### config.mk
export PLATFORM = sky130hd
export DESIGN_NAME = afp_normalize_pack
export DESIGN_NICKNAME = d
export VERILOG_FILES = /design/src/rtl/afp_pkg.sv /design/src/rtl/afp_round_pack.sv /design/src/rtl/afp_normalize_pack.sv
export SDC_FILE = /design/constraint.sdc
export NUM_CORES = 1
export LEC_CHECK = 0
export CAP_MARGIN = 10
export CORE_ASPECT_RATIO = 0.8
export CORE_MARGIN = 10
export CORE_UTILIZATION = 45
export CTS_CLUSTER_DIAMETER = 200
export DETAILED_ROUTE_END_ITERATION = 6
export HOLD_SLACK_MARGIN = 0.06
export PLACE_DENSITY = 0.79
export SETUP_SLACK_MARGIN = 0.15
export SLEW_MARGIN = 25
export SYNTH_ARGS = -nofsm -noshare
export SYNTH_HDL_FRONTEND = slang
export SYNTH_HIERARCHICAL = 1
export SYNTH_SLANG_ARGS = --single-unit
export TNS_END_PERCENT = 5
### constraint.sdc
create_clock -name clk -period 3.9 [get_ports clk]
set_input_delay 0.78 -clock clk [delete_from_list [all_inputs] [get_ports clk]]
set_output_delay 0.78 -clock clk [all_outputs]
set_load 0.01 [all_outputs]
### src/rtl/afp_pkg.sv
// Shared AFP definitions for the normalize/pack datapath.
//   afp_word_t   : packed 5-bit AFP word {s, o[2:0], m}
//   afp_prod_t   : unpacked multiplier product {pm (Q2.2), po (offset sum), ps}
//   AFP_OFF_W    : width of the packed offset field
//   AFP_OFF_DENORM : offset code for the denormal / zero band
//   AFP_ZERO     : positive zero word
//   afp_lead_one : leading-one index of a 4-bit mantissa product
package afp_pkg;

  localparam int AFP_OFF_W = 3;
  localparam logic [AFP_OFF_W-1:0] AFP_OFF_DENORM = 3'd7;

  typedef logic [4:0] afp_word_t;

  typedef struct packed {
    logic [3:0] pm;
    logic [3:0] po;
    logic       ps;
  } afp_prod_t;

  localparam afp_word_t AFP_ZERO = {1'b0, AFP_OFF_DENORM, 1'b0};

  // Returns 0 for pm == 0; callers detect the zero product separately.
  function automatic logic [1:0] afp_lead_one(input logic [3:0] pm);
    if (pm[3])      return 2'd3;
    else if (pm[2]) return 2'd2;
    else if (pm[1]) return 2'd1;
    else            return 2'd0;
  endfunction

endpackage

### src/rtl/afp_round_pack.sv
// Combinational round-to-nearest-even and range mapping of a normalized
// product into a packed AFP word.
//   p    : leading-one index of pm
//   o    : signed internal offset before rounding (po - p + 2)
//   pm   : mantissa product, Q2.2
//   ps   : sign
//   word : packed AFP word
//   ovf  : result saturated to the largest magnitude
//   unf  : result lost precision in the denormal band or flushed to zero
module afp_round_pack
  import afp_pkg::*;
(
  input  logic              [1:0] p,
  input  logic signed       [5:0] o,
  input  logic              [3:0] pm,
  input  logic                    ps,
  output afp_word_t               word,
  output logic                    ovf,
  output logic                    unf
);

  function automatic logic rne_up(input logic r, input logic st, input logic m);
    return r & (st | m);
  endfunction

  // Packs {word, ovf, unf}; o is the post-rounding offset.
  function automatic logic [6:0] sat_pack(input logic s, input logic signed [5:0] oo,
                                          input logic m);
    if (oo < 6'sd0)       return {s, 3'b000, 1'b1, 1'b1, 1'b0};
    else if (oo <= 6'sd6) return {s, oo[2:0], m, 1'b0, 1'b0};
    else if (oo == 6'sd7) return {s, AFP_OFF_DENORM, 1'b1, 1'b0, 1'b1};
    else                  return {s, AFP_OFF_DENORM, 1'b0, 1'b0, 1'b1};
  endfunction

  logic              m_bit;
  logic              r_bit;
  logic              st_bit;
  logic              m_rnd;
  logic signed [5:0] o_rnd;

  always_comb begin
    m_bit  = 1'b0;
    r_bit  = 1'b0;
    st_bit = 1'b0;
    case (p)
      2'd3: begin
        m_bit  = pm[2];
        r_bit  = pm[1];
        st_bit = pm[0];
      end
      2'd2: begin
        m_bit = pm[1];
        r_bit = pm[0];
      end
      2'd1: m_bit = pm[0];
      default: ;
    endcase

    m_rnd = m_bit;
    o_rnd = o;
    // A carry out of the single mantissa bit bumps the exponent: the offset
    // encodes a negative exponent, so it decrements.
    if (rne_up(r_bit, st_bit, m_bit)) begin
      if (m_bit) begin
        m_rnd = 1'b0;
        o_rnd = o - 6'sd1;
      end else begin
        m_rnd = 1'b1;
      end
    end

    {word, ovf, unf} = sat_pack(ps, o_rnd, m_rnd);

    if (pm == 4'd0) begin
      word = {ps, AFP_OFF_DENORM, 1'b0};
      ovf  = 1'b0;
      unf  = 1'b0;
    end
  end

endmodule

### src/rtl/afp_normalize_pack.sv
// Normalizes, rounds and packs the AFP multiplier product into a 5-bit word
// through a 2-stage valid/ready pipeline, with sticky saturating counters of
// delivered overflow / underflow words.
//   clk, reset            : clock, synchronous active-high reset
//   in_valid/in_ready     : input handshake for {in_pm, in_po, in_ps}
//   out_valid/out_ready   : output handshake for {out_word, out_ovf, out_unf}
//   clr                   : clears both counters (wins over an increment)
//   ovf_cnt, unf_cnt      : saturating event counts of delivered words
module afp_normalize_pack
  import afp_pkg::*;
#(
  parameter int CNT_W = 8
) (
  input  logic             clk,
  input  logic             reset,
  input  logic             in_valid,
  output logic             in_ready,
  input  logic [3:0]       in_pm,
  input  logic [3:0]       in_po,
  input  logic             in_ps,
  output logic             out_valid,
  input  logic             out_ready,
  output logic [4:0]       out_word,
  output logic             out_ovf,
  output logic             out_unf,
  input  logic             clr,
  output logic [CNT_W-1:0] ovf_cnt,
  output logic [CNT_W-1:0] unf_cnt
);

  localparam logic [CNT_W-1:0] CNT_ONE = {{(CNT_W-1){1'b0}}, 1'b1};
  localparam logic [CNT_W-1:0] CNT_MAX = {CNT_W{1'b1}};

  function automatic logic [CNT_W-1:0] cnt_next(input logic [CNT_W-1:0] cnt,
                                                input logic inc, input logic c);
    if (c)                         return '0;
    else if (inc && cnt != CNT_MAX) return cnt + CNT_ONE;
    else                           return cnt;
  endfunction

  afp_prod_t         prod_p0;
  logic        [1:0] p_p0;
  logic signed [5:0] o_p0;

  logic              vld_p1_q, vld_p1_d;
  logic        [3:0] pm_p1_q, pm_p1_d;
  logic              ps_p1_q, ps_p1_d;
  logic        [1:0] p_p1_q, p_p1_d;
  logic signed [5:0] o_p1_q, o_p1_d;

  logic              vld_p2_q, vld_p2_d;
  afp_word_t         word_p2_q, word_p2_d;
  logic              ovf_p2_q, ovf_p2_d;
  logic              unf_p2_q, unf_p2_d;

  logic [CNT_W-1:0]  ovf_cnt_q, ovf_cnt_d;
  logic [CNT_W-1:0]  unf_cnt_q, unf_cnt_d;

  logic              s1_load, s2_load, in_fire, out_fire;
  afp_word_t         rp_word;
  logic              rp_ovf, rp_unf;

  // ---- stage 0: leading-one detect and offset ----
  always_comb begin
    prod_p0 = '{pm: in_pm, po: in_po, ps: in_ps};
    p_p0    = afp_lead_one(prod_p0.pm);
    o_p0    = $signed({2'b00, prod_p0.po}) - $signed({4'b0000, p_p0}) + 6'sd2;
  end

  // in_ready is held low during reset so no input handshake completes then.
  assign s2_load  = !vld_p2_q | out_ready;
  assign s1_load  = !vld_p1_q | s2_load;
  assign in_ready = !reset & s1_load;
  assign in_fire  = in_valid & in_ready;
  assign out_fire = vld_p2_q & out_ready;

  // ---- stage 1: registered product, p and o ----
  always_comb begin
    vld_p1_d = s1_load ? in_fire : vld_p1_q;
    pm_p1_d  = in_fire ? prod_p0.pm : pm_p1_q;
    ps_p1_d  = in_fire ? prod_p0.ps : ps_p1_q;
    p_p1_d   = in_fire ? p_p0 : p_p1_q;
    o_p1_d   = in_fire ? o_p0 : o_p1_q;
  end

  afp_round_pack u_round_pack (
    .p    (p_p1_q),
    .o    (o_p1_q),
    .pm   (pm_p1_q),
    .ps   (ps_p1_q),
    .word (rp_word),
    .ovf  (rp_ovf),
    .unf  (rp_unf)
  );

  // ---- stage 2: packed result and counters ----
  always_comb begin
    vld_p2_d  = s2_load ? vld_p1_q : vld_p2_q;
    word_p2_d = word_p2_q;
    ovf_p2_d  = ovf_p2_q;
    unf_p2_d  = unf_p2_q;
    if (s2_load && vld_p1_q) begin
      word_p2_d = rp_word;
      ovf_p2_d  = rp_ovf;
      unf_p2_d  = rp_unf;
    end
    ovf_cnt_d = cnt_next(ovf_cnt_q, out_fire & ovf_p2_q, clr);
    unf_cnt_d = cnt_next(unf_cnt_q, out_fire & unf_p2_q, clr);
  end

  always_ff @(posedge clk) begin
    if (reset) begin
      vld_p1_q  <= 1'b0;
      vld_p2_q  <= 1'b0;
      word_p2_q <= AFP_ZERO;
      ovf_p2_q  <= 1'b0;
      unf_p2_q  <= 1'b0;
      ovf_cnt_q <= '0;
      unf_cnt_q <= '0;
    end else begin
      vld_p1_q  <= vld_p1_d;
      vld_p2_q  <= vld_p2_d;
      word_p2_q <= word_p2_d;
      ovf_p2_q  <= ovf_p2_d;
      unf_p2_q  <= unf_p2_d;
      ovf_cnt_q <= ovf_cnt_d;
      unf_cnt_q <= unf_cnt_d;
    end
  end

  always_ff @(posedge clk) begin
    pm_p1_q <= pm_p1_d;
    ps_p1_q <= ps_p1_d;
    p_p1_q  <= p_p1_d;
    o_p1_q  <= o_p1_d;
  end

  assign out_valid = vld_p2_q;
  assign out_word  = word_p2_q;
  assign out_ovf   = ovf_p2_q;
  assign out_unf   = unf_p2_q;
  assign ovf_cnt   = ovf_cnt_q;
  assign unf_cnt   = unf_cnt_q;

endmodule

==> summary.txt <==
Run status
  • Status: finished clean

Yosys
  • Syn Std Cell Area: slightly below 0.002 mm²
  • Yosys cell types: 47
  • Synth warn: 6
  • Post-synth top area cell: dfxtp_1
  • Share of the synthesized area in the top cell type: around a quarter
  • Sequential share of the synthesized area: a little under half
  • Count leader, synth: nor2_1
  • Mapped Cells: about 200
  • Ys async rst share: 0%
  • Syn nets: ~230
  • Number of flops mapped to enable cells by yosys: 13
  • Top cells by area, synth: dfxtp_1 (25%), edfxtp_1 (20%), nor2_1 (5.0%)
  • Syn Area/Cell: ~9.7 µm²
  • Top cells by count, synth: nor2_1 (26), dfxtp_1 (25), inv_1 (14), edfxtp_1 (13), nand2_1 (11)
  • Synth Register Bits: 38
  • Synth Flop Type: dfxtp_1

CTS
  • Sink Count: 38
  • CTS buffer count: 5
  • Clk buf depth: 2
  • Root buffer cell: clkbuf_8
  • Post-CTS sizing: 0
  • CTS H-tree lvls: 2
  • Clk_lat worst skew: roughly 300 ps
  • Postcts setup bufs: 0
  • Clock-pin slew on the worst setup and hold paths: about 70 ps
  • CTS Hold Bufs: 0
  • CTS tree: done

Setup path
  • CP Data Arrival Time: around 2300 ps
  • Critical Path RT: between 3000 and 4000 ps
  • Reg2Reg Depth: 10
  • Critical path class: in2out
  • Startpoint types: input port
  • Crit end category: primary output
  • CP Max Fanout: 4

Timing
  • Max Fclk: around 330 MHz
  • Setup TNS: 0 ps
  • Slew HR: between 40 and 50%
  • Final Max Slew Viols: 0
  • Final setup fails: 0
  • Final hold vios: 0
  • Min Tclk post-route: roughly 3000 ps
  • Crit share post-route: between 70 and 80%
  • Worst clock skew: 5.46 ps
  • Worst slew pin tran: about 780 ps
  • Unrepaired setup endpoints after global routing: false

Pwr
  • Cell area power density: around 340 mW/mm²
  • P_sw: roughly 0.21 mW
  • Internal power: approximately 0.62 mW
  • Sequential power share: a little over half
  • Gate power share: 13.1%
  • Max VDD drop: 0.228 mV
  • Pleak: about 0.95 nW
  • Clock share of power: 34.4%
  • Sw Share: 25.0%

Hold path
  • Worst Hold Depth: 1
  • Worst Hold Class: reg2reg

Drt
  • Routed wire per std cell: roughly 14 µm
  • Vias: 1624
  • Post-route DRC: 0
  • Iteration-0 DRC Markers: approximately 110
  • DRT Wirelength: roughly 4200 µm
  • ANT nets after route: 0
  • TritonRoute pass-1 iters: 4
  • Average vias per placed instance: 5.40

Cells and area
  • Layout cell share with drive strength beyond 1: under 10%
  • Synthesis-to-layout area growth: 26.0%
  • Ant diodes: 0
  • Final #Nets: ~260
  • Post-route cell area: 0.00248 mm²

Global route
  • Vias in the first global route: 1401
  • Global route total overflow: 0
  • Global Route Usage Sum: roughly 12%
  • Largest net degree at the start of global routing: 16
  • Initial antenna violation count: 0
  • First-pass GRT wire length: about 6800 µm

Floorplanning
  • Ports: 39
  • Die span in y: a little under 80 µm
  • Num rows: 21
  • Die area: 0.00744 mm²
  • Die width: between 90 and 100 µm
  • Core Region: 0.00420 mm²
  • Initial core utilization: 46.9%

Placement
  • Post-DP Area: 0.00239 mm²
  • Final Wtd Congestion: 0.775
  • Port bufs: 38
  • HPWL Detailed: approximately 3200 µm

Run
  • MaxCap Viol Count: 0
==> metrics by stage <==
stage	setup WS [ps]	total power [mW]	hold slack, ps	util (%)	std cells
2_1_floorplan	1460	0.515	483	-	204
3_3_place_gp	877	0.552	463	56.8	293
3_5_place_dp	841	0.556	462	56.8	293
4_1_cts	855	0.840	478	59.0	301
5_1_grt	763	0.872	502	59.0	301
6_report	867	0.833	470	59.0	301
==> cells by family after synthesis <==
group           Yosys count  synth area share, %
flops                    38                 45.2
buf+inv                  20                 4.44
fa+ha+maj                 7                 4.83
simple gates             79                 22.2
compound gates           39                 13.5
xor+xnor                 13                 5.78
mux                       8                 4.13
==> layout make-up <==
type,count,area (µm²)
fillers,376,1720
multi-input cells,146,992
flip-flops and latches,38,891
repair buffers,38,380
clock buffers,6,82.6
well taps,57,71.3
inverters,14,52.6
clock inverters,2,12.5
==> registers in the layout (all words and copies together) (netlist names) <==
register   cells
unf_cnt        8
o_p1_q         6
out_word       5
p_p1_q         2
ps_p1_q        1
out_unf        1
vld_p1_q       1
out_ovf        1
ovf_cnt        8
out_valid      1
pm_p1_q        4
==> worst paths after layout <==
kind                                  start           to  slack [ps]
worst max register to register    o_p1_q[0]  out_word[3]        1570
worst max-delay path              out_ready     in_ready         870
worst min-delay path            out_word[1]  out_word[1]         470
worst min register to register  out_word[1]  out_word[1]         470
==> layer usage <==
layer  part of all wire (%)  global-route usage, %  routed length (µm)  vias up
met5                      0                      0                   0        -
met4                    2.2                   7.27                  95        0
met3                    5.5                   3.48                 232        7
met2                     47                   17.0                1980       41
met1                     46                   14.2                1930      763
li1                       -                      -                   -      813
==> worst max-delay path, stage by stage <==
cell and delay, ps:
clkdlybuf4s50_1 490, and2b_2 240, a21oi_1 170, clkdlybuf4s50_1 570
==> layout by cell type (no fill, tap or decap), drive strengths merged, types with 5 or more instances in the layout <==
| cell type | Yosys | routed |
|---|---|---|
| a21oi | 9 | 9 |
| clkbuf | 3 | 6 |
| clkdlybuf4s50 | 0 | 38 |
| dfxtp | 25 | 25 |
| edfxtp | 13 | 13 |
| ha | 6 | 6 |
| inv | 14 | 14 |
| mux2i | 7 | 7 |
| nand2 | 11 | 11 |
| nand3 | 10 | 10 |
| nor2 | 26 | 26 |
| o21ai | 6 | 6 |
| o31ai | 5 | 5 |
| or3 | 5 | 5 |
| xor2 | 9 | 9 |
==> power groups by stage <==
stage	Combinational, mW	Sequential [mW]	Clock, mW
after floorplan	0.0682	0.446	0
after global placement	0.105	0.447	0
after detailed placement	0.109	0.447	0
after CTS	0.110	0.438	0.293
after global routing	0.119	0.440	0.313
final	0.109	0.438	0.286
Note: power is estimated with default switching activity, not from simulation.
